File: src/rtl/zpu_bridge_pkg.sv
// Shared types and constants for the zpu_core memory bridge: FSM encoding,
// I/O page word offsets and the default ID register value.
package zpu_bridge_pkg;

  typedef enum logic [2:0] {
    IDLE,
    RAM_RD,
    RAM_WR,
    IO,
    DONE
  } state_e;

  localparam logic [3:0]  IO_LED   = 4'd0;
  localparam logic [3:0]  IO_ID    = 4'd1;
  localparam logic [3:0]  IO_TIMER = 4'd2;

  localparam logic [31:0] ID_VALUE_DEFAULT = 32'h5A50_0001;

endpackage

File: src/rtl/zpu_mem_bridge_if.sv
// CPU memory port plus block-RAM port of the bridge. The slave modport is the
// bridge's view; the master modport is the CPU/RAM side.
interface zpu_mem_bridge_if #(
  parameter int ADDR_WIDTH = 12,
  parameter int RAM_AW     = 10
);
  logic                  cpu_read;
  logic                  cpu_write;
  logic [ADDR_WIDTH-1:0] cpu_addr;
  logic [31:0]           cpu_wdata;
  logic [31:0]           cpu_rdata;
  logic                  cpu_done;
  logic [RAM_AW-1:0]     ram_addr;
  logic                  ram_we;
  logic [31:0]           ram_din;
  logic [31:0]           ram_dout;

  modport slave (
    input  cpu_read, cpu_write, cpu_addr, cpu_wdata, ram_dout,
    output cpu_rdata, cpu_done, ram_addr, ram_we, ram_din
  );

  modport master (
    output cpu_read, cpu_write, cpu_addr, cpu_wdata, ram_dout,
    input  cpu_rdata, cpu_done, ram_addr, ram_we, ram_din
  );
endinterface

File: src/rtl/zpu_bridge_io.sv
// I/O register page: LED register, constant ID and, when ZPU_BRIDGE_TIMER_EN
// is defined, a loadable free-running 32-bit cycle counter.
module zpu_bridge_io
  import zpu_bridge_pkg::*;
#(
  parameter int          LED_WIDTH = 5,
  parameter logic [31:0] ID_VALUE  = ID_VALUE_DEFAULT
) (
  input  logic                 clk,
  input  logic                 reset,
  input  logic                 we_i,
  input  logic [3:0]           offset_i,
  input  logic [31:0]          wdata_i,
  output logic [31:0]          rdata_o,
  output logic [LED_WIDTH-1:0] led_o
);

  logic [LED_WIDTH-1:0] led_q;
  logic [31:0]          timer_val;

  always_ff @(posedge clk or posedge reset) begin
    if (reset) begin
      led_q <= '0;
    end else if (we_i && offset_i == IO_LED) begin
      led_q <= wdata_i[LED_WIDTH-1:0];
    end
  end

`ifdef ZPU_BRIDGE_TIMER_EN
  logic [31:0] timer_q;

  // A load takes the place of that cycle's increment.
  always_ff @(posedge clk or posedge reset) begin
    if (reset) begin
      timer_q <= '0;
    end else if (we_i && offset_i == IO_TIMER) begin
      timer_q <= wdata_i;
    end else begin
      timer_q <= timer_q + 32'd1;
    end
  end

  assign timer_val = timer_q;
`else
  logic unused_wdata;
  assign unused_wdata = &{1'b0, wdata_i[31:LED_WIDTH]};
  assign timer_val    = '0;
`endif

  always_comb begin
    rdata_o = '0;
    case (offset_i)
      IO_LED:   rdata_o = 32'(led_q);
      IO_ID:    rdata_o = ID_VALUE;
      IO_TIMER: rdata_o = timer_val;
      default:  rdata_o = '0;
    endcase
  end

  assign led_o = led_q;

endmodule

File: src/rtl/zpu_mem_bridge.sv
// Memory bridge between zpu_core and internal_ram/I-O page. ram_dout is
// sampled on the RAM_LATENCY-th clock edge after ram_addr is registered.
// Optional timer register: define ZPU_BRIDGE_TIMER_EN.
module zpu_mem_bridge
  import zpu_bridge_pkg::*;
#(
  parameter int          ADDR_WIDTH  = 12,
  parameter int          RAM_AW      = 10,
  parameter int          RAM_LATENCY = 1,
  parameter int          LED_WIDTH   = 5,
  parameter logic [31:0] ID_VALUE    = ID_VALUE_DEFAULT
) (
  input  logic                 clk,
  input  logic                 reset,
  zpu_mem_bridge_if.slave      bus,
  output logic [LED_WIDTH-1:0] led
);

  localparam logic [1:0] LAT_LAST = 2'(RAM_LATENCY - 1);

  state_e            state_q, state_d;
  logic [1:0]        lat_cnt_q, lat_cnt_d;
  logic              done_q, done_d;
  logic [31:0]       rdata_q, rdata_d;
  logic [RAM_AW-1:0] ram_addr_q, ram_addr_d;
  logic              ram_we_q, ram_we_d;
  logic [31:0]       ram_din_q, ram_din_d;

  logic        req;
  logic        is_io;
  logic        io_we;
  logic [31:0] io_rdata;
  logic        unused_addr;

  assign req         = bus.cpu_read | bus.cpu_write;
  assign is_io       = bus.cpu_addr[ADDR_WIDTH-1];
  assign unused_addr = &{1'b0, bus.cpu_addr[1:0]};

  zpu_bridge_io #(
    .LED_WIDTH (LED_WIDTH),
    .ID_VALUE  (ID_VALUE)
  ) u_io (
    .clk      (clk),
    .reset    (reset),
    .we_i     (io_we),
    .offset_i (bus.cpu_addr[5:2]),
    .wdata_i  (bus.cpu_wdata),
    .rdata_o  (io_rdata),
    .led_o    (led)
  );

  always_comb begin
    // NOTE: every output of this block gets a default first so no path can
    // leave a value unassigned and infer a latch.
    state_d    = state_q;
    lat_cnt_d  = lat_cnt_q;
    done_d     = 1'b0;
    rdata_d    = rdata_q;
    ram_addr_d = ram_addr_q;
    ram_we_d   = 1'b0;
    ram_din_d  = ram_din_q;
    io_we      = 1'b0;

    case (state_q)
      IDLE: begin
        if (req) begin
          if (is_io) begin
            state_d = IO;
            done_d  = 1'b1;
            if (bus.cpu_write) io_we   = 1'b1;
            else               rdata_d = io_rdata;
          end else begin
            ram_addr_d = bus.cpu_addr[RAM_AW+1:2];
            // Write wins when read and write are both requested.
            if (bus.cpu_write) begin
              state_d   = RAM_WR;
              ram_we_d  = 1'b1;
              ram_din_d = bus.cpu_wdata;
              done_d    = 1'b1;
            end else begin
              state_d   = RAM_RD;
              lat_cnt_d = LAT_LAST;
            end
          end
        end
      end
      RAM_RD: begin
        if (lat_cnt_q == 2'd0) begin
          state_d = DONE;
          done_d  = 1'b1;
          rdata_d = bus.ram_dout;
        end else begin
          lat_cnt_d = lat_cnt_q - 2'd1;
        end
      end
      RAM_WR,
      IO:      state_d = DONE;
      DONE:    state_d = IDLE;
      default: state_d = IDLE;
    endcase
  end

  // NOTE: state registers use non-blocking assignments so every flop samples
  // the values from before this edge, independent of statement order.
  always_ff @(posedge clk or posedge reset) begin
    if (reset) begin
      state_q    <= IDLE;
      lat_cnt_q  <= '0;
      done_q     <= 1'b0;
      rdata_q    <= '0;
      ram_addr_q <= '0;
      ram_we_q   <= 1'b0;
      ram_din_q  <= '0;
    end else begin
      state_q    <= state_d;
      lat_cnt_q  <= lat_cnt_d;
      done_q     <= done_d;
      rdata_q    <= rdata_d;
      ram_addr_q <= ram_addr_d;
      ram_we_q   <= ram_we_d;
      ram_din_q  <= ram_din_d;
    end
  end

  assign bus.cpu_done  = done_q;
  assign bus.cpu_rdata = rdata_q;
  assign bus.ram_addr  = ram_addr_q;
  assign bus.ram_we    = ram_we_q;
  assign bus.ram_din   = ram_din_q;

endmodule

File: src/flat_wrapper.sv
// flat-port wrapper written by rule: the top's interface ports become plain ports
module zpu_mem_bridge_flat import zpu_bridge_pkg::*;
#(
  parameter int          ADDR_WIDTH  = 12,
  parameter int          RAM_AW      = 10,
  parameter int          RAM_LATENCY = 1,
  parameter int          LED_WIDTH   = 5,
  parameter logic [31:0] ID_VALUE    = ID_VALUE_DEFAULT
)
  (clk, reset, led, bus_cpu_read, bus_cpu_write, bus_cpu_addr, bus_cpu_wdata, bus_ram_dout, bus_cpu_rdata, bus_cpu_done, bus_ram_addr, bus_ram_we, bus_ram_din);
  zpu_mem_bridge_if #(.ADDR_WIDTH(ADDR_WIDTH), .RAM_AW(RAM_AW)) bus_i ();
  input  logic clk;
  input  logic reset;
  output logic [LED_WIDTH-1:0] led;
  input wire logic [$bits(bus_i.cpu_read)-1:0] bus_cpu_read;
  input wire logic [$bits(bus_i.cpu_write)-1:0] bus_cpu_write;
  input wire logic [$bits(bus_i.cpu_addr)-1:0] bus_cpu_addr;
  input wire logic [$bits(bus_i.cpu_wdata)-1:0] bus_cpu_wdata;
  input wire logic [$bits(bus_i.ram_dout)-1:0] bus_ram_dout;
  output wire logic [$bits(bus_i.cpu_rdata)-1:0] bus_cpu_rdata;
  output wire logic [$bits(bus_i.cpu_done)-1:0] bus_cpu_done;
  output wire logic [$bits(bus_i.ram_addr)-1:0] bus_ram_addr;
  output wire logic [$bits(bus_i.ram_we)-1:0] bus_ram_we;
  output wire logic [$bits(bus_i.ram_din)-1:0] bus_ram_din;
  assign bus_i.cpu_read = bus_cpu_read;
  assign bus_i.cpu_write = bus_cpu_write;
  assign bus_i.cpu_addr = bus_cpu_addr;
  assign bus_i.cpu_wdata = bus_cpu_wdata;
  assign bus_i.ram_dout = bus_ram_dout;
  assign bus_cpu_rdata = bus_i.cpu_rdata;
  assign bus_cpu_done = bus_i.cpu_done;
  assign bus_ram_addr = bus_i.ram_addr;
  assign bus_ram_we = bus_i.ram_we;
  assign bus_ram_din = bus_i.ram_din;
  zpu_mem_bridge #(.ADDR_WIDTH(ADDR_WIDTH), .RAM_AW(RAM_AW), .RAM_LATENCY(RAM_LATENCY), .LED_WIDTH(LED_WIDTH), .ID_VALUE(ID_VALUE)) u_core (.clk(clk), .reset(reset), .bus(bus_i), .led(led));
endmodule
File: config.mk
export PLATFORM = sky130hd
export DESIGN_NAME = zpu_mem_bridge_flat
export DESIGN_NICKNAME = d
export VERILOG_FILES = /design/src/rtl/zpu_bridge_pkg.sv /design/src/rtl/zpu_mem_bridge_if.sv /design/src/rtl/zpu_bridge_io.sv /design/src/rtl/zpu_mem_bridge.sv /design/src/flat_wrapper.sv
export SDC_FILE = /design/constraint.sdc
export NUM_CORES = 1
export LEC_CHECK = 0
export BUFFER_PORTS_ARGS = -buffer_cell sky130_fd_sc_hd__buf_2
export CAP_MARGIN = 10
export CORE_UTILIZATION = 40
export DETAILED_ROUTE_END_ITERATION = 6
export GPL_TIMING_DRIVEN = 0
export PLACE_DENSITY = 0.79
export SYNTH_ARGS = -nofsm -noshare
export SYNTH_HDL_FRONTEND = slang
export SYNTH_SLANG_ARGS = --single-unit
File: constraint.sdc
create_clock -name clk -period 3 [get_ports clk]
set_input_delay 0.15 -clock clk [delete_from_list [all_inputs] [get_ports clk]]
set_output_delay 0.15 -clock clk [all_outputs]
set_load 0.01 [all_outputs]
==> key figures, run 1 <==
GRT
  – Total gr overflow: 0
  – Initial antenna violation count: 0
  – Largest net degree at the start of global routing: 49
  – Total GRT Usage: 18.2%
  – First-pass GRT wire length: 12.7 mm
  – Number of global-route vias before repair: 2712

Setup path
  – Critical path's largest stage delay: 520 ps
  – Reg-to-reg startpoint: u_core.state_q[1]$_DFFE_PP0P_
  – Worst path cell trace: nor2_1 -> a21boi_1 -> buf_4 -> mux2_2
  – Worst R2R Path Depth: 4
  – Crit. End Element: flip-flop
  – Worst-path maximum fanout: 10
  – R2r setup slk: 900 ps
  – Crit. Startpoint: u_core.state_q[1]$_DFFE_PP0P_
  – Reg-to-reg endpoint: u_core.bus.cpu_rdata[22]$_DFFE_PP0P_
  – CP arrival: 2340 ps
  – Crit path capture: u_core.bus.cpu_rdata[22]$_DFFE_PP0P_
  – Worst EP required: 3240 ps
  – Crit Path Class: reg2reg
  – Slowest CP cell: a21boi_1
  – Setup crit start kind: flip-flop

Drt
  – Drt pass-1 iters: 4
  – ANT nets after route: 0
  – Vias post-DR: 2777
  – Via density: 5.06
  – Mean routed wirelength per cell: 14.7 µm
  – Total Wirelength: 8.06 mm
  – Remaining DRCs: 0
  – Initial DRC count: 93

Logic synthesis
  – Synth Area per Inst: 13.0 µm²
  – Ys async rst share: 100%
  – Most common flop cell mapped by yosys: dfrtp_1
  – Post-synth cell types: 30
  – Largest family of logic cells by synthesized area: multiplexers
  – Mapped cell area: 0.00352 mm²
  – Syn Nets: 351
  – Top post-synthesis cells by area: dfrtp_1 (60%), mux2_2 (20%), nand4_1 (3.9%), o21ai_0 (3.1%), inv_1 (2.9%)
  – Mux share of post-synthesis cell area: 20.4%
  – Cell taking the most area after synthesis: dfrtp_1
  – EDFF count, synth: 0
  – Post-Synth XOR/XNOR Area: 0%
  – Yosys reg bits: 85
  – Post-synthesis compound-gate area fraction: 6.08%
  – Sequential fraction of the synthesis area: 60.5%
  – Simple-Gate Fraction of Synth Area: 7.57%
  – Post-synth top area share: 60.5%
  – Post-synthesis adder-cell area fraction: 0.356%
  – Yosys warning total: 0
  – Mapped Cells: 270

Timing
  – Worst slew pin tran: 892 ps
  – Max-slew violations: 0
  – Fin. Hold Viols: 0
  – Final Critical Period: 2100 ps
  – Unrepaired setup endpoints after global routing: false
  – Final TNS setup: 0 ps
  – Endpoints failing setup: 0
  – Clock Skew: 6.73 ps
  – Tcrit/Tclk final: 70.0%
  – F_max: 0.476 GHz
  – Worst rel slew slack: 39.7%

CTS
  – TritonCTS Sinks: 85
  – Clk buf depth: 2
  – Worst skew pair latency: 350 ps
  – CTS clk-pin slew, worst paths: 90 ps
  – Root Buffer: clkbuf_8
  – Cts bufs inserted: 9
  – TritonCTS clock tree: done
  – Cts hold-fix bufs: 1
  – Post-CTS setup buffer count: 0
  – Post-cts repair resize count: 0
  – H-Tree Level Count: 3

Layout
  – Commonest non-fill, non-tap cell in the layout: buf_2
  – Layout cells sized above 1: 55.0%
  – Layout fillers: 740
  – Area Overhead vs Synth: 34.5%
  – Fin nets: 520
  – ANT cells: 0
  – Most frequent cells in the layout: buf_2 (159), dfrtp_1 (85), mux2_2 (62), inv_1 (26)
  – Final non-filler cell total: 549

Power
  – Pleak: 2.41 nW
  – Maximum VDD drop: 0.000497 V
  – PwrDens: 1040 mW/mm²

Die
  – Top Ports: 161
  – Initial Util: 42.0%
  – Die footprint: 0.00917 mm²
  – Core area: 0.00838 mm²
  – Die Ht: 95.8 µm
  – FP Rows: 33
  – Die X: 95.8 µm

Placed design
  – GPL Wtd Cong: 0.738
  – Port Buffer Count: 156
  – DP Wirelength: 6.08 mm
  – Cell Count Post-Placement: 532

Min path
  – Hold Crit Class: in2reg

Job
  – Number of max-cap violations: 0

Status
  – Status: finished, final reports clean
## state kept, by name, summed over array words and instances (netlist names)
name,flops
u_core.bus.cpu_rdata,32
u_core.bus.ram_din,32
u_core.bus.ram_addr,9
u_core.u_io.led_o,5
u_core.state_q,3
u_core.lat_cnt_q,2
u_core.bus.cpu_done,1
u_core.bus.ram_we,1
## per-layer routing
layer	wire [µm]	track usage [%]	vias to the layer above
met5	0	0	-
met4	100	7.09	0
met3	538	4.58	8
met2	4050	31.2	105
met1	3370	22.0	1378
li1	-	-	1286
## worst min path at each step
stage | end | start | slack [ps] | cells past startpoint
global route | u_core.bus.ram_din[19]$_DFFE_PP0P_ | bus_cpu_wdata[19] | 10 | 2
floorplan | u_core.bus.ram_din[0]$_DFFE_PP0P_ | bus_cpu_wdata[0] | 300 | 1
CTS | u_core.bus.ram_din[5]$_DFFE_PP0P_ | bus_cpu_wdata[5] | 10 | 2
detailed placement | u_core.bus.ram_din[20]$_DFFE_PP0P_ | reset | 220 | 2
global placement | u_core.bus.ram_addr[5]$_DFFE_PP0P_ | bus_cpu_addr[7] | 380 | 2
finish | u_core.bus.ram_addr[7]$_DFFE_PP0P_ | bus_cpu_addr[9] | 30 | 2
## cells in the mapped netlist, types with 2 or more instances
cell type,count
a32o_1,4
buf_4,3
o21ai_0,22
nor2_1,4
nand2_1,3
dfrtp_1,85
inv_1,27
mux2i_1,2
buf_2,3
nor3_1,2
nor4b_1,2
a21oi_1,4
mux2_2,62
clkbuf_1,10
nand4_1,22
## worst max-delay path: cells and delay by family, from the launching register on
family / cells / cell delay (ps)
and+or+nand+nor: 1 / 390
buffers and inverters: 1 / 290
AOI/OAI and AO/OA: 1 / 520
muxes: 1 / 350
DFF: 1 / 430
## metrics by stage
step	util, %	power [W]	area, µm²	worst slack, ps	hold WS, ps
floorplan	-	0.00310	3520	657	301
detailed placement	53.2	0.00391	4460	922	221
CTS	56.5	0.00497	4730	899	12.8
global route	56.5	0.00526	4730	798	12.5
finish	56.5	0.00491	4730	901	28.2
global placement	52.9	0.00382	4430	-275	381
## area by class of cell
cell class / instances / area (µm²) / share of cell area [%]
clock buffers: 10 / 128 / 2.70
plain buffers: 16 / 75.1 / 1.59
flip-flops and latches: 85 / 2130 / 44.9
repair buffers: 158 / 818 / 17.3
multi-input cells: 142 / 1210 / 25.7
inverters: 27 / 104 / 2.19
clock inverters: 6 / 134 / 2.83
well taps: 105 / 131 / 2.78
## where the power goes
part           leakage, nW  switching [W]  internal [W]
Clock                0.131       0.000401      0.000639
Sequential            1.06       0.000275       0.00167
Combinational         1.22        0.00102      0.000912
## cell families (layout without fill, tap and decap cells)
family / count (synthesis) / in the layout
flops: 85 / 85
mux: 64 / 64
buf+inv: 43 / 217
simple gates: 41 / 41
compound gates: 35 / 35
fa+ha+maj: 1 / 1
other cells: 1 / 1
(Power assumes the default switching activity.)
==> run 2: changes to the inputs <==
==> constraint.sdc (replaced) <==
create_clock -name clk -period 2.05 [get_ports clk]
set_input_delay 0.1025 -clock clk [delete_from_list [all_inputs] [get_ports clk]]
set_output_delay 0.1025 -clock clk [all_outputs]
set_load 0.01 [all_outputs]
==> run 2 against run 1 <==
Cell area rose by 9.1%. Flip-flop and latch count did not move. Worst hold slack got worse by 7.5 ps. Global-route usage grew 1.9 points. Utilization is 5.1 points higher. Clock skew is 1.3 ps higher. First-iteration DRC count grew 13%. Die area stayed put. Register-to-register slack worse by 770 ps. Critical path depth stayed put.
==> key figures, run 2 (synthesis results as in run 1) <==
Timing
  – Final TNS setup: 0 ps
  – Clock Skew: 8.07 ps
  – Max-slew violations: 0
  – Worst slew pin tran: 965 ps
  – Unrepaired setup endpoints after global routing: false
  – F_max: 0.520 GHz
  – Worst rel slew slack: 34.8%
  – Endpoints failing setup: 0
  – Fin. Hold Viols: 0
  – Tcrit/Tclk final: 93.8%
  – Final Critical Period: 1920 ps

Layout
  – Layout cells sized above 1: 49.7%
  – Layout fillers: 689
  – Area Overhead vs Synth: 46.7%
  – Sequential Area: 0.00213 mm²
  – Fin nets: 571
  – ANT cells: 0
  – Commonest non-fill, non-tap cell in the layout: buf_2
  – Most frequent cells in the layout: buf_2 (159), dfrtp_1 (85), mux2_2 (62), dlygate4sd3_1 (51), inv_1 (26)
  – Area of the multi-input gates: 0.00122 mm²
  – Fin util: 61.6%

CTS
  – H-Tree Level Count: 3
  – CTS clk-pin slew, worst paths: 90 ps
  – Root Buffer: clkbuf_8
  – TritonCTS clock tree: done
  – Cts bufs inserted: 9
  – Post-CTS setup buffer count: 0
  – Worst skew pair latency: 340 ps
  – TritonCTS Sinks: 85
  – Clk buf depth: 2

Die
  – Die X: 95.8 µm
  – Top Ports: 161
  – Die footprint: 0.00917 mm²
  – Die Ht: 95.8 µm
  – Initial Util: 42.0%
  – FP Rows: 33
  – Core area: 0.00838 mm²

Power
  – PwrDens: 1330 mW/mm²
  – Maximum VDD drop: 0.000641 V
  – Pleak: 2.57 nW

Setup path
  – Slowest CP cell: dfrtp_1
  – Worst-path maximum fanout: 10
  – Worst EP required: 2280 ps
  – Crit. End Element: flip-flop
  – Reg-to-reg endpoint: u_core.bus.cpu_rdata[1]$_DFFE_PP0P_
  – CP Depth: 4
  – Crit. Startpoint: u_core.state_q[1]$_DFFE_PP0P_
  – Worst path bufs/invs: 1
  – Reg-to-reg startpoint: u_core.state_q[1]$_DFFE_PP0P_
  – CP arrival: 2160 ps
  – Crit Path Class: reg2reg
  – Setup crit start kind: flip-flop
  – Crit path capture: u_core.bus.cpu_rdata[1]$_DFFE_PP0P_
  – Worst R2R Path Depth: 4
  – R2r setup slk: 130 ps
  – Worst path cell trace: nor2_1 -> a21boi_2 -> buf_4 -> mux2_2
  – Top delay family on crit path: flip-flops
  – Critical path's largest stage delay: 430 ps

GRT
  – Total gr overflow: 0
  – Total GRT Usage: 20.1%
  – Initial antenna violation count: 0
  – Largest net degree at the start of global routing: 31
  – Number of global-route vias before repair: 3068
  – First-pass GRT wire length: 14.0 mm

Drt
  – Mean routed wirelength per cell: 14.8 µm
  – ANT nets after route: 0
  – Vias post-DR: 2951
  – Via density: 4.92
  – Remaining DRCs: 0
  – Drt pass-1 iters: 4
  – Total Wirelength: 8.87 mm
  – Initial DRC count: 105

Status
  – Status: finished, final reports clean

Placed design
  – DP Wirelength: 6.17 mm
  – GPL Wtd Cong: 0.735
  – Port Buffer Count: 156

Min path
  – Hold wc startpoint: bus_ram_dout[13]
  – Hold Crit Class: in2reg

Job
  – Number of max-cap violations: 0
[run 2: final cells by class]
| class | count | area share [%] |
|---|---|---|
| flip-flops and latches | 85 | 41.2 |
| repair buffers | 209 | 25.8 |
| well taps | 105 | 2.55 |
| clock buffers | 10 | 2.47 |
| plain buffers | 16 | 1.45 |
| clock inverters | 6 | 0.873 |
| inverters | 27 | 2.04 |
| multi-input cells | 142 | 23.6 |
[run 2: timing repair]
| action | CTS | global route |
|---|---|---|
| setup endpoints to repair | 8 | 0 |
| endpoints found under the hold margin | 79 | 0 |
| hold buffers | 51 | 0 |
| resized for setup | 1 | 0 |
[run 2: worst register-to-register path, stage by stage, from the launching register on]
cell	delay [ps]
dfrtp_1	430
nor2_1	380
a21boi_2	400
buf_4	260
mux2_2	360
[run 2: stage by stage]
stage               area (µm²)  setup slack [ps]  total power [W]  hold slack (ps)  std cells
global placement          4430             -20.4          0.00559              333        531
detailed placement        4470             -6.87          0.00573              233        533
CTS                       5160               136          0.00690             3.77        600
finish                    5160               127          0.00684             20.7        600
floorplan                 3520               343          0.00454              253        270
global route              5160              11.5          0.00732             20.6        600
[run 2: worst min-delay path by stage]
stage / end / slack, ps / depth (start not counted)
finish: u_core.bus.cpu_rdata[13]$_DFFE_PP0P_ / 20 / 3
floorplan: u_core.bus.ram_din[0]$_DFFE_PP0P_ / 250 / 1
detailed placement: u_core.bus.ram_din[25]$_DFFE_PP0P_ / 230 / 2
CTS: u_core.bus.cpu_rdata[31]$_DFFE_PP0P_ / 4 / 3
global route: u_core.bus.cpu_rdata[7]$_DFFE_PP0P_ / 20 / 3
global placement: u_core.bus.ram_addr[6]$_DFFE_PP0P_ / 330 / 2
[run 2: metal layers]
layer | GRT usage (%) | part of all wire [%]
met3 | 4.58 | 5.6
met5 | 0 | 0
met4 | 8.33 | 1.6
met2 | 36.3 | 53
met1 | 22.9 | 40
[run 2: report_power, final]
group	total [W]	leakage [nW]	internal [W]	switching, W
Clock	0.00106	0.0793	0.000447	0.000610
Combinational	0.00293	1.43	0.00140	0.00153
Sequential	0.00286	1.06	0.00244	0.000412
